<file path="src/rtl/mda_uart_pkg.sv">
// Shared definitions for the IMU UART receive path: FSM states, oversampling
// constants and the baud divisor helper. Optional parity: MDA_UART_RX_PARITY_EN.
package mda_uart_pkg;

  localparam int unsigned OVERSAMPLE = 16;
  localparam int unsigned MID_SAMPLE = 8;

  typedef enum logic [2:0] {
    ST_IDLE,
    ST_START,
    ST_DATA,
`ifdef MDA_UART_RX_PARITY_EN
    ST_PARITY,
`endif
    ST_STOP,
    ST_WAIT_IDLE
  } rx_state_t;

  // Clocks per oversample tick, never below 1.
  function automatic int unsigned baud_div(input int unsigned clk_hz, input int unsigned baud);
    int unsigned d;
    d = clk_hz / (OVERSAMPLE * baud);
    return (d == 0) ? 1 : d;
  endfunction

endpackage

</file>
<file path="src/rtl/mda_sync_fifo.sv">
// Synchronous FIFO with registered head, level output and overrun pulse.
// A push while full is accepted only when a pop happens in the same cycle.
module mda_sync_fifo #(
  parameter int unsigned WIDTH = 8,
  parameter int unsigned DEPTH = 16
) (
  input  logic                       clk,
  input  logic                       reset_n,
  input  logic                       push,
  input  logic [WIDTH-1:0]           push_data,
  input  logic                       pop,
  output logic [WIDTH-1:0]           head,
  output logic                       valid,
  output logic [$clog2(DEPTH):0]     level,
  output logic                       overrun
);

  localparam int unsigned AW = $clog2(DEPTH);

  logic [WIDTH-1:0] mem [DEPTH];
  logic [AW-1:0]    wr_ptr, rd_ptr, rd_next;
  logic [AW:0]      remain;
  logic             do_push, do_pop, full;

  always_comb begin
    do_pop  = pop && (level != '0);
    full    = (level == (AW+1)'(DEPTH));
    do_push = push && (!full || do_pop);
    rd_next = rd_ptr + AW'(do_pop);
    remain  = level - (AW+1)'(do_pop);
  end

  assign valid = (level != '0);

  always_ff @(posedge clk) begin
    if (do_push) mem[wr_ptr] <= push_data;
  end

  // Head is refreshed from the slot that will be at the front after this
  // cycle; when that slot is being written right now, take the input directly.
  always_ff @(posedge clk or negedge reset_n) begin
    if (!reset_n) begin
      wr_ptr  <= '0;
      rd_ptr  <= '0;
      level   <= '0;
      head    <= '0;
      overrun <= 1'b0;
    end else begin
      overrun <= push && !do_push;
      if (do_push) wr_ptr <= wr_ptr + AW'(1);
      rd_ptr <= rd_next;
      level  <= level + (AW+1)'(do_push) - (AW+1)'(do_pop);
      if (remain != '0) head <= mem[rd_next];
      else if (do_push) head <= push_data;
    end
  end

endmodule

</file>
<file path="src/rtl/mda_uart_rx.sv">
// Oversampling 8N1 UART receiver for the IMU link with a byte FIFO.
// Define MDA_UART_RX_PARITY_EN to receive and check a parity bit.
module mda_uart_rx
  import mda_uart_pkg::*;
#(
  parameter int unsigned CLK_HZ     = 50000000,
  parameter int unsigned BAUD       = 115200,
  parameter int unsigned FIFO_DEPTH = 16
`ifdef MDA_UART_RX_PARITY_EN
  ,parameter bit         ODD_PARITY = 1'b0
`endif
) (
  input  logic                          clk,
  input  logic                          reset_n,
  input  logic                          enable,
  input  logic                          rxd_in,
  output logic [7:0]                    rx_data,
  output logic                          rx_valid,
  input  logic                          rx_ready,
  output logic                          frame_err,
  output logic                          overrun_err,
  output logic                          parity_err,
  output logic [$clog2(FIFO_DEPTH):0]   fifo_level
);

  localparam int unsigned DIV   = baud_div(CLK_HZ, BAUD);
  localparam int unsigned DIV_W = (DIV > 1) ? $clog2(DIV) : 1;

  rx_state_t        state;
  logic             sync1, rx_s, rx_prev;
  logic [DIV_W-1:0] tick_cnt;
  logic [3:0]       os_cnt;
  logic [2:0]       bit_cnt;
  logic [7:0]       shreg;
  logic             push;
  logic [7:0]       push_data;
  logic             tick, fall;

  assign tick = (tick_cnt == DIV_W'(DIV - 1));
  assign fall = rx_prev && !rx_s;

  always_ff @(posedge clk or negedge reset_n) begin
    if (!reset_n) begin
      sync1 <= 1'b1;
      rx_s  <= 1'b1;
    end else begin
      sync1 <= rxd_in;
      rx_s  <= sync1;
    end
  end

`ifdef MDA_UART_RX_PARITY_EN
  logic parity_err_r;
  assign parity_err = parity_err_r;
`else
  assign parity_err = 1'b0;
`endif

  always_ff @(posedge clk or negedge reset_n) begin
    if (!reset_n) begin
      state     <= ST_IDLE;
      rx_prev   <= 1'b1;
      tick_cnt  <= '0;
      os_cnt    <= '0;
      bit_cnt   <= '0;
      shreg     <= '0;
      push      <= 1'b0;
      push_data <= '0;
      frame_err <= 1'b0;
`ifdef MDA_UART_RX_PARITY_EN
      parity_err_r <= 1'b0;
`endif
    end else begin
      rx_prev   <= rx_s;
      push      <= 1'b0;
      frame_err <= 1'b0;
`ifdef MDA_UART_RX_PARITY_EN
      parity_err_r <= 1'b0;
`endif
      if (state == ST_IDLE && enable && fall) tick_cnt <= '0;
      else if (tick)                          tick_cnt <= '0;
      else                                    tick_cnt <= tick_cnt + DIV_W'(1);

      if (!enable) begin
        state <= ST_IDLE;
      end else begin
        case (state)
          ST_IDLE: if (fall) begin
            os_cnt <= '0;
            state  <= ST_START;
          end
          ST_START: if (tick) begin
            if (os_cnt == 4'(MID_SAMPLE - 1)) begin
              os_cnt  <= '0;
              bit_cnt <= '0;
              state   <= rx_s ? ST_IDLE : ST_DATA;
            end else os_cnt <= os_cnt + 4'd1;
          end
          ST_DATA: if (tick) begin
            if (os_cnt == 4'(OVERSAMPLE - 1)) begin
              os_cnt  <= '0;
              shreg   <= {rx_s, shreg[7:1]};
              bit_cnt <= bit_cnt + 3'd1;
`ifdef MDA_UART_RX_PARITY_EN
              if (bit_cnt == 3'd7) state <= ST_PARITY;
`else
              if (bit_cnt == 3'd7) state <= ST_STOP;
`endif
            end else os_cnt <= os_cnt + 4'd1;
          end
`ifdef MDA_UART_RX_PARITY_EN
          ST_PARITY: if (tick) begin
            if (os_cnt == 4'(OVERSAMPLE - 1)) begin
              os_cnt       <= '0;
              parity_err_r <= ((^shreg) ^ rx_s) != ODD_PARITY;
              state        <= ST_STOP;
            end else os_cnt <= os_cnt + 4'd1;
          end
`endif
          ST_STOP: if (tick) begin
            if (os_cnt == 4'(OVERSAMPLE - 1)) begin
              os_cnt <= '0;
              if (rx_s) begin
                push      <= 1'b1;
                push_data <= shreg;
                state     <= ST_IDLE;
              end else begin
                frame_err <= 1'b1;
                state     <= ST_WAIT_IDLE;
              end
            end else os_cnt <= os_cnt + 4'd1;
          end
          ST_WAIT_IDLE: if (rx_s) state <= ST_IDLE;
          default: state <= ST_IDLE;
        endcase
      end
    end
  end

  mda_sync_fifo #(
    .WIDTH (8),
    .DEPTH (FIFO_DEPTH)
  ) u_fifo (
    .clk       (clk),
    .reset_n   (reset_n),
    .push      (push),
    .push_data (push_data),
    .pop       (rx_ready),
    .head      (rx_data),
    .valid     (rx_valid),
    .level     (fifo_level),
    .overrun   (overrun_err)
  );

endmodule

</file>
<file path="config.mk">
export PLATFORM = sky130hd
export DESIGN_NAME = mda_uart_rx
export DESIGN_NICKNAME = d
export VERILOG_FILES = /design/src/rtl/mda_uart_pkg.sv /design/src/rtl/mda_sync_fifo.sv /design/src/rtl/mda_uart_rx.sv
export SDC_FILE = /design/constraint.sdc
export NUM_CORES = 1
export LEC_CHECK = 0
export CAP_MARGIN = 10
export CORE_MARGIN = 2
export CORE_UTILIZATION = 55
export DETAILED_ROUTE_END_ITERATION = 10
export DONT_BUFFER_PORTS = 1
export PLACE_DENSITY = 0.71
export SLEW_MARGIN = 20
export SYNTH_ARGS = -nofsm -noshare
export SYNTH_HDL_FRONTEND = slang
export SYNTH_SLANG_ARGS = --single-unit
</file>
<file path="constraint.sdc">
create_clock -name clk -period 2.47 [get_ports clk]
set_clock_uncertainty 0.1 [all_clocks]
set_input_delay 0.494 -clock clk [delete_from_list [all_inputs] [get_ports clk]]
set_output_delay 0.494 -clock clk [all_outputs]
set_load 0.01 [all_outputs]
</file>
Yosys cells after proc, flatten, opt, wreduce, memory -nomap -nowiden
Memory sizes are Yosys's and may differ from the RTL's.
Index checks and enable logic that the tools add are counted.
Storage, ports and cells
  register bits after elaboration: 58
  latch bits: 0
  memory bits (writable): 128
  ROM bits: 0
  input bits: 5
  output and inout port bits: 17
  logic and storage cells: 111
  memories: 1
Memory list
  u_fifo.mem: depth 16, bits a word 8, rd ports 1, clocked after memory_dff 0, write ports 1, RTL line mda_sync_fifo.sv:20  | logic [WIDTH-1:0] mem [DEPTH];
Operators by class
  add/subtract/negate cells: 8
  multiply operators: 0
  div/mod/pow operators: 0
  order comparisons: 0
  eq/ne operators: 24
  shift operators: 0
  multiplexer cells: 40
  bitwise gates (word level): 0
  reductions and logical operators: 22
Operators by type and width (count)
  two-way mux 3 bit: 15
  != test 3 bit, second input constant: 9
  two-way mux 4 bit: 5
  two-way mux 8 bit: 2
  one-hot mux 3 bit (5 select lines): 1
  two-way mux 1 bit: 12
  one-hot mux 4 bit (3 select lines): 1
  == test 5 bit, second input constant: 2
  two-way mux 5 bit: 2
  != test 2 bit, second input constant: 5
  AND reduction 5 bit: 2
  nonzero test 5 bit: 2
  subtractor 5 x 1 -> 5 bit: 2
  AND reduction 9 bit: 1
  adder 4 x 1 -> 4 bit, second input constant: 2
  == test 3 x 2 -> 1 bit, second input constant: 2
  == test 3 bit, second input constant: 2
  logical AND 1 bit: 6
  one-hot mux 3 bit (2 select lines): 1
  AND reduction 6 bit: 1
  adder 5 x 1 -> 5 bit: 1
  adder 5 x 1 -> 5 bit, second input constant: 1
  adder 4 x 1 -> 4 bit: 1
  == test 4 x 3 -> 1 bit, second input constant: 1
  other kinds (12): 15

Longest topological paths before layout
  depth after elaboration: 6
  depth in mapped cells: 14
  depth with buffers taken out: 14

Hierarchy
Synthesis repeated with hierarchy kept, for this count alone.
Unflattened totals
  cells, all modules: 453
  area total of the unflattened synthesis: 7942.6 µm²
By module, submodules not included
  mda_sync_fifo: times used 1, cells each 323, area an instance 6294.8 µm², seq. area each 4394.2 µm²
  mda_uart_rx: times used 1, cells each 130, area an instance 1647.8 µm², seq. area each 904.6 µm²

Least setup slack after synthesis
Ideal clock, no wire load.
  path kind: reg-to-reg
  start point: register u_fifo.level[2]
  end point: register u_fifo.head[0]
  library setup time: 148 ps
  data arrival time: 2561 ps
  required time: 2222 ps
  setup slack: -339 ps
  cell stages (with the launch flop): 12
  buffers on the path: 2
  period minus slack after synthesis: 2809 ps
  path through: dfrtp_1 inv_1 ha_1 nand3b_1 and2_1 ha_1 buf_4 buf_4 mux4_2 mux2i_1 mux2_2 mux2i_1
On the way
  longest elaborated chain between the ends: 5
  elaborated cells on any way between the ends: 12
  classes of those cells: 2 x add/sub; 1 x eq/ne; 1 x mux; 7 x reduce/logical; 1 x memory
Ends and longest elaborated chain
  start: declaration: RTL line mda_sync_fifo.sv:14  | output logic [$clog2(DEPTH):0] level,
  start signal: assignment: RTL line mda_sync_fifo.sv:52  | level <= level + (AW+1)'(do_push) - (AW+1)'(do_pop);
  nonzero test 5 bit
  net rx_valid: RTL line mda_uart_rx.sv:18  | output logic rx_valid,
  logical AND 1 bit: RTL line mda_sync_fifo.sv:26  | do_pop = pop && (level != '0);
  adder 4 x 1 -> 4 bit: RTL line mda_sync_fifo.sv:29  | rd_next = rd_ptr + AW'(do_pop);
  net u_fifo.rd_next[0]: RTL line mda_sync_fifo.sv:21  | logic [AW-1:0] wr_ptr, rd_ptr, rd_next;
  memory (16 x 8 bit)
  two-way mux 8 bit: RTL line mda_sync_fifo.sv:53  | if (remain != '0) head <= mem[rd_next];
  end signal: assignment: RTL line mda_sync_fifo.sv:53
  end signal: assignment: RTL line mda_sync_fifo.sv:54  | else if (do_push) head <= push_data;
  end: declaration: RTL line mda_sync_fifo.sv:12  | output logic [WIDTH-1:0] head,
The timed path passes the listed nets, and every way through them passes these cells.
A chain may end at the register's enable or synchronous reset.

Worst setup path after layout
  start point: register u_fifo.level[2]
  end point: register u_fifo.head[6]
On the way
  longest elaborated chain between the ends: 5
  elaborated cells on any way between the ends: 12
  classes of those cells: 2 x add/sub; 1 x eq/ne; 1 x mux; 7 x reduce/logical; 1 x memory
Ends and longest elaborated chain (RTL line)
  nonzero test 5 bit: mda_sync_fifo.sv:26
  logical AND 1 bit: mda_sync_fifo.sv:26
  adder 4 x 1 -> 4 bit: mda_sync_fifo.sv:29
  net u_fifo.rd_next[0]: mda_sync_fifo.sv:21
  memory (16 x 8 bit)
  two-way mux 8 bit: mda_sync_fifo.sv:53
The timed path passes the listed nets, and every way through them passes these cells.

==> flow_summary.json <==
{
  "async_flop_share": 0.312,
  "grt_usage": 0.218,
  "clockBufferDepth": 2,
  "comb_power_share": 0.326,
  "power_density_nw_per_um2": 1010,
  "synth_mux_area_frac": 0.172,
  "hold_viol": 0,
  "status": "finished with violations",
  "crit_fanout": 6,
  "finalWirelength_um": 15200,
  "final_cell_area_sq_um": 9220,
  "synth_compound_area_frac": 0.0167,
  "hpwl_um": 9380,
  "area_delta_synth_final_pct": 17.4,
  "max_slew_margin": 0.612,
  "critPathKind": "flop to flop",
  "vias": 4084,
  "ioPinCount": 22,
  "drc_errors": 0,
  "netSwitchingPower_mw": 2.68,
  "antenna_cells": 0,
  "finalSetupViolCount": 9,
  "p_leak_nw": 3.82,
  "crit_arrival_ns": 2.82,
  "synth_top_family_by_area": "multiplexers",
  "mostFrequentLayoutCells": "128 x edfxtp_1, 53 x dfrtp_1, 34 x buf_4, 32 x mux4_2",
  "first_global_vias": 4211,
  "pwr-share-clk": 0.282,
  "synthAdderAreaFrac": 0.0360,
  "drv_slew": 0,
  "clock.fmax_ghz": 0.383,
  "finish.utilization": 0.662,
  "grt_overflow_total": 0,
  "critical_path_required_ns": 2.68,
  "core.rowCount": 43,
  "gp_congestion": 0.823,
  "cts_tree": "done",
  "layout_commonest_cell": "edfxtp_1",
  "drtIter0Drc": 492,
  "seqPwrFrac": 0.392,
  "n_fill_cell": 908,
  "violations": "setup timing",
  "cp-start-kind": "flop",
  "hp-class": "input port to flop",
  "layout_setup_ws_ns": -0.142,
  "drtAntennaViolNets": 0,
  "drive_gt1_frac": 0.318,
  "via_per_inst": 5.82,
  "first_pass_iters": 4,
  "endpoint_kind": "flop",
  "root_buffer": "clkbuf_16",
  "layout.nets": 536,
  "synth_flop_cell": "edfxtp_1",
  "synthSimpleGateAreaFrac": 0.0578,
  "finalSetupTns_ns": -1.07,
  "seq_area_frac_synth": 0.675,
  "numCtsBuffers": 17,
  "tightest_slew_ns": 0.582,
  "htree_num_levels": 4,
  "internal-power_mw": 6.61,
  "clkLatencyLatePin_ns": 0.42,
  "fp.dieH_um": 124,
  "cts.sink_count": 186,
  "core_sq_um": 13900,
  "rsz0062_at_grt": "true",
  "period_share": 1.06,
  "ir_worst_vdd_mv": 0.756,
  "portBuffers": 0,
  "period_minus_slack_ns": 2.61,
  "synth.distinct_cells": 47,
  "synth_edf_count": 128,
  "dpl_cell_area_sq_um": 8410,
  "synth_nets": 482,
  "initial_core_util": 0.564,
  "die-area_sq_um": 15300,
  "post_drt_wl_per_cell_um": 21.6,
  "grt_max_degree": 59,
  "synthCells": 455,
  "totalPowerFinal_mw": 9.29,
  "ys_seq_elements": 186,
  "antenna_found_initial": 0,
  "drv_cap": 0,
  "synth_area_sq_um": 7860,
  "netSwitchingFraction": 0.289,
  "grt_pass1_wl_um": 23600,
  "die_w_um": 124,
  "postSynthAreaPerCell_sq_um": 17.3,
  "hold_ws_ns": 0.107,
  "yosys_warnings": 0,
  "path_clk_slew_ns": 0.07,
  "synth_xor_xnor_area_share": 0.0202
}
## path summary, 6_finish.rpt
kind | from | to | slack (ns) | depth (start not counted)
worst min register to register | sync1 | rx_s | 0.26 | 0
max in group asynchronous | reset_n | rx_prev | 1.47 | 2
worst min-delay path | enable | state[2] | 0.11 | 1
min in group asynchronous | reset_n | u_fifo.level[2] | 0.50 | 2
worst max register to register | u_fifo.level[2] | u_fifo.head[6] | -0.14 | 10
worst max-delay path | u_fifo.level[2] | u_fifo.head[6] | -0.14 | 10
## cell type report
| class | count | area (sq um) | share of cell area |
|---|---|---|---|
| flip-flops and latches | 186 | 5300 | 0.575 |
| multi-input cells | 234 | 2500 | 0.271 |
| repair buffers | 48 | 532 | 0.0577 |
| clock buffers | 23 | 489 | 0.0531 |
| well taps | 180 | 225 | 0.0244 |
| clock inverters | 9 | 85.1 | 0.00923 |
| inverters | 22 | 85.1 | 0.00923 |
## per-layer routing
| metal | global-route usage | part of all wire | vias up | routed length, um |
|---|---|---|---|---|
| met1 | 0.298 | 0.40 | 2119 | 6110 |
| li1 | - | - | 1830 | - |
| met3 | 0.0512 | 0.065 | 20 | 993 |
| met2 | 0.351 | 0.52 | 115 | 7830 |
| met5 | 0 | 0 | - | 0 |
| met4 | 0.0668 | 0.015 | 0 | 231 |
## power by group through the flow
stage,clock (mW),sequential (mW),combinational [mW]
final,2.62,3.64,3.02
after global routing,2.80,3.66,3.24
after CTS,2.65,3.64,2.90
after detailed placement,0,3.70,2.61
after global placement,0,3.69,2.52
after floorplan,0,3.71,1.96
## synth_stat cells, types with 2 or more instances
library cell	count	area, sq um
or2_2	2	12.5
a31oi_1	2	12.5
xor2_1	6	52.6
nand2b_1	5	31.3
edfxtp_1	128	3840
o21ai_0	7	35.0
and2_1	2	12.5
inv_1	21	78.8
nand3_1	4	20.0
xnor2_1	9	78.8
nand4_1	4	25.0
mux4_2	32	721
nand2_1	17	63.8
dfrtp_1	55	1380
buf_2	5	25.0
mux2_2	25	282
dfstp_2	3	78.8
nor2_1	30	113
nor3_1	5	25.0
nand4b_1	2	17.5
nand3_2	3	30.0
nand3b_1	5	37.5
buf_4	5	37.5
ha_1	21	263
mux2i_1	35	350
## worst max-delay path, stage by stage (launching register included)
cell	delay (ns)
dfrtp_2	0.43
inv_4	0.07
ha_4	0.12
nand3b_1	0.09
and2_4	0.17
ha_4	0.38
clkbuf_16	0.19
mux4_2	0.51
mux2i_1	0.20
mux2_2	0.18
mux2i_1	0.06
## registers in the layout (all words and copies together) (netlist names), 4 cells and up
name	count
push_data	8
os_cnt	4
u_fifo.rd_ptr	4
u_fifo.level	5
u_fifo.wr_ptr	4
tick_cnt	5
u_fifo.head	8
u_fifo.mem	128
shreg	8
## through the flow
stage / cells / worst slack, ns
final: 702 / -0.142
after global routing: 702 / -0.224
after CTS: 700 / -0.120
after detailed placement: 661 / -0.257
after global placement: 661 / -0.202
after floorplan: 455 / -0.102
## repair_timing
action | in CTS | in global routing
gates cloned | 2 | 2
hold buffers | 3 | 0
setup endpoints to repair | 9 | 9
hold endpoints to repair | 59 | 0
pin swaps | 3 | 3
buffers inserted | 2 | 1
gates resized for setup | 13 | 7
## kinds of logic after synthesis
family / Yosys count
buffers and inverters: 35
AND/OR/NAND/NOR: 85
multiplexers: 92
flip-flops: 186
other: 1
adder cells (fa/ha/maj): 22
AO/OA/AOI/OAI: 18
XOR/XNOR: 16
Power figures use the tool's default switching activity.
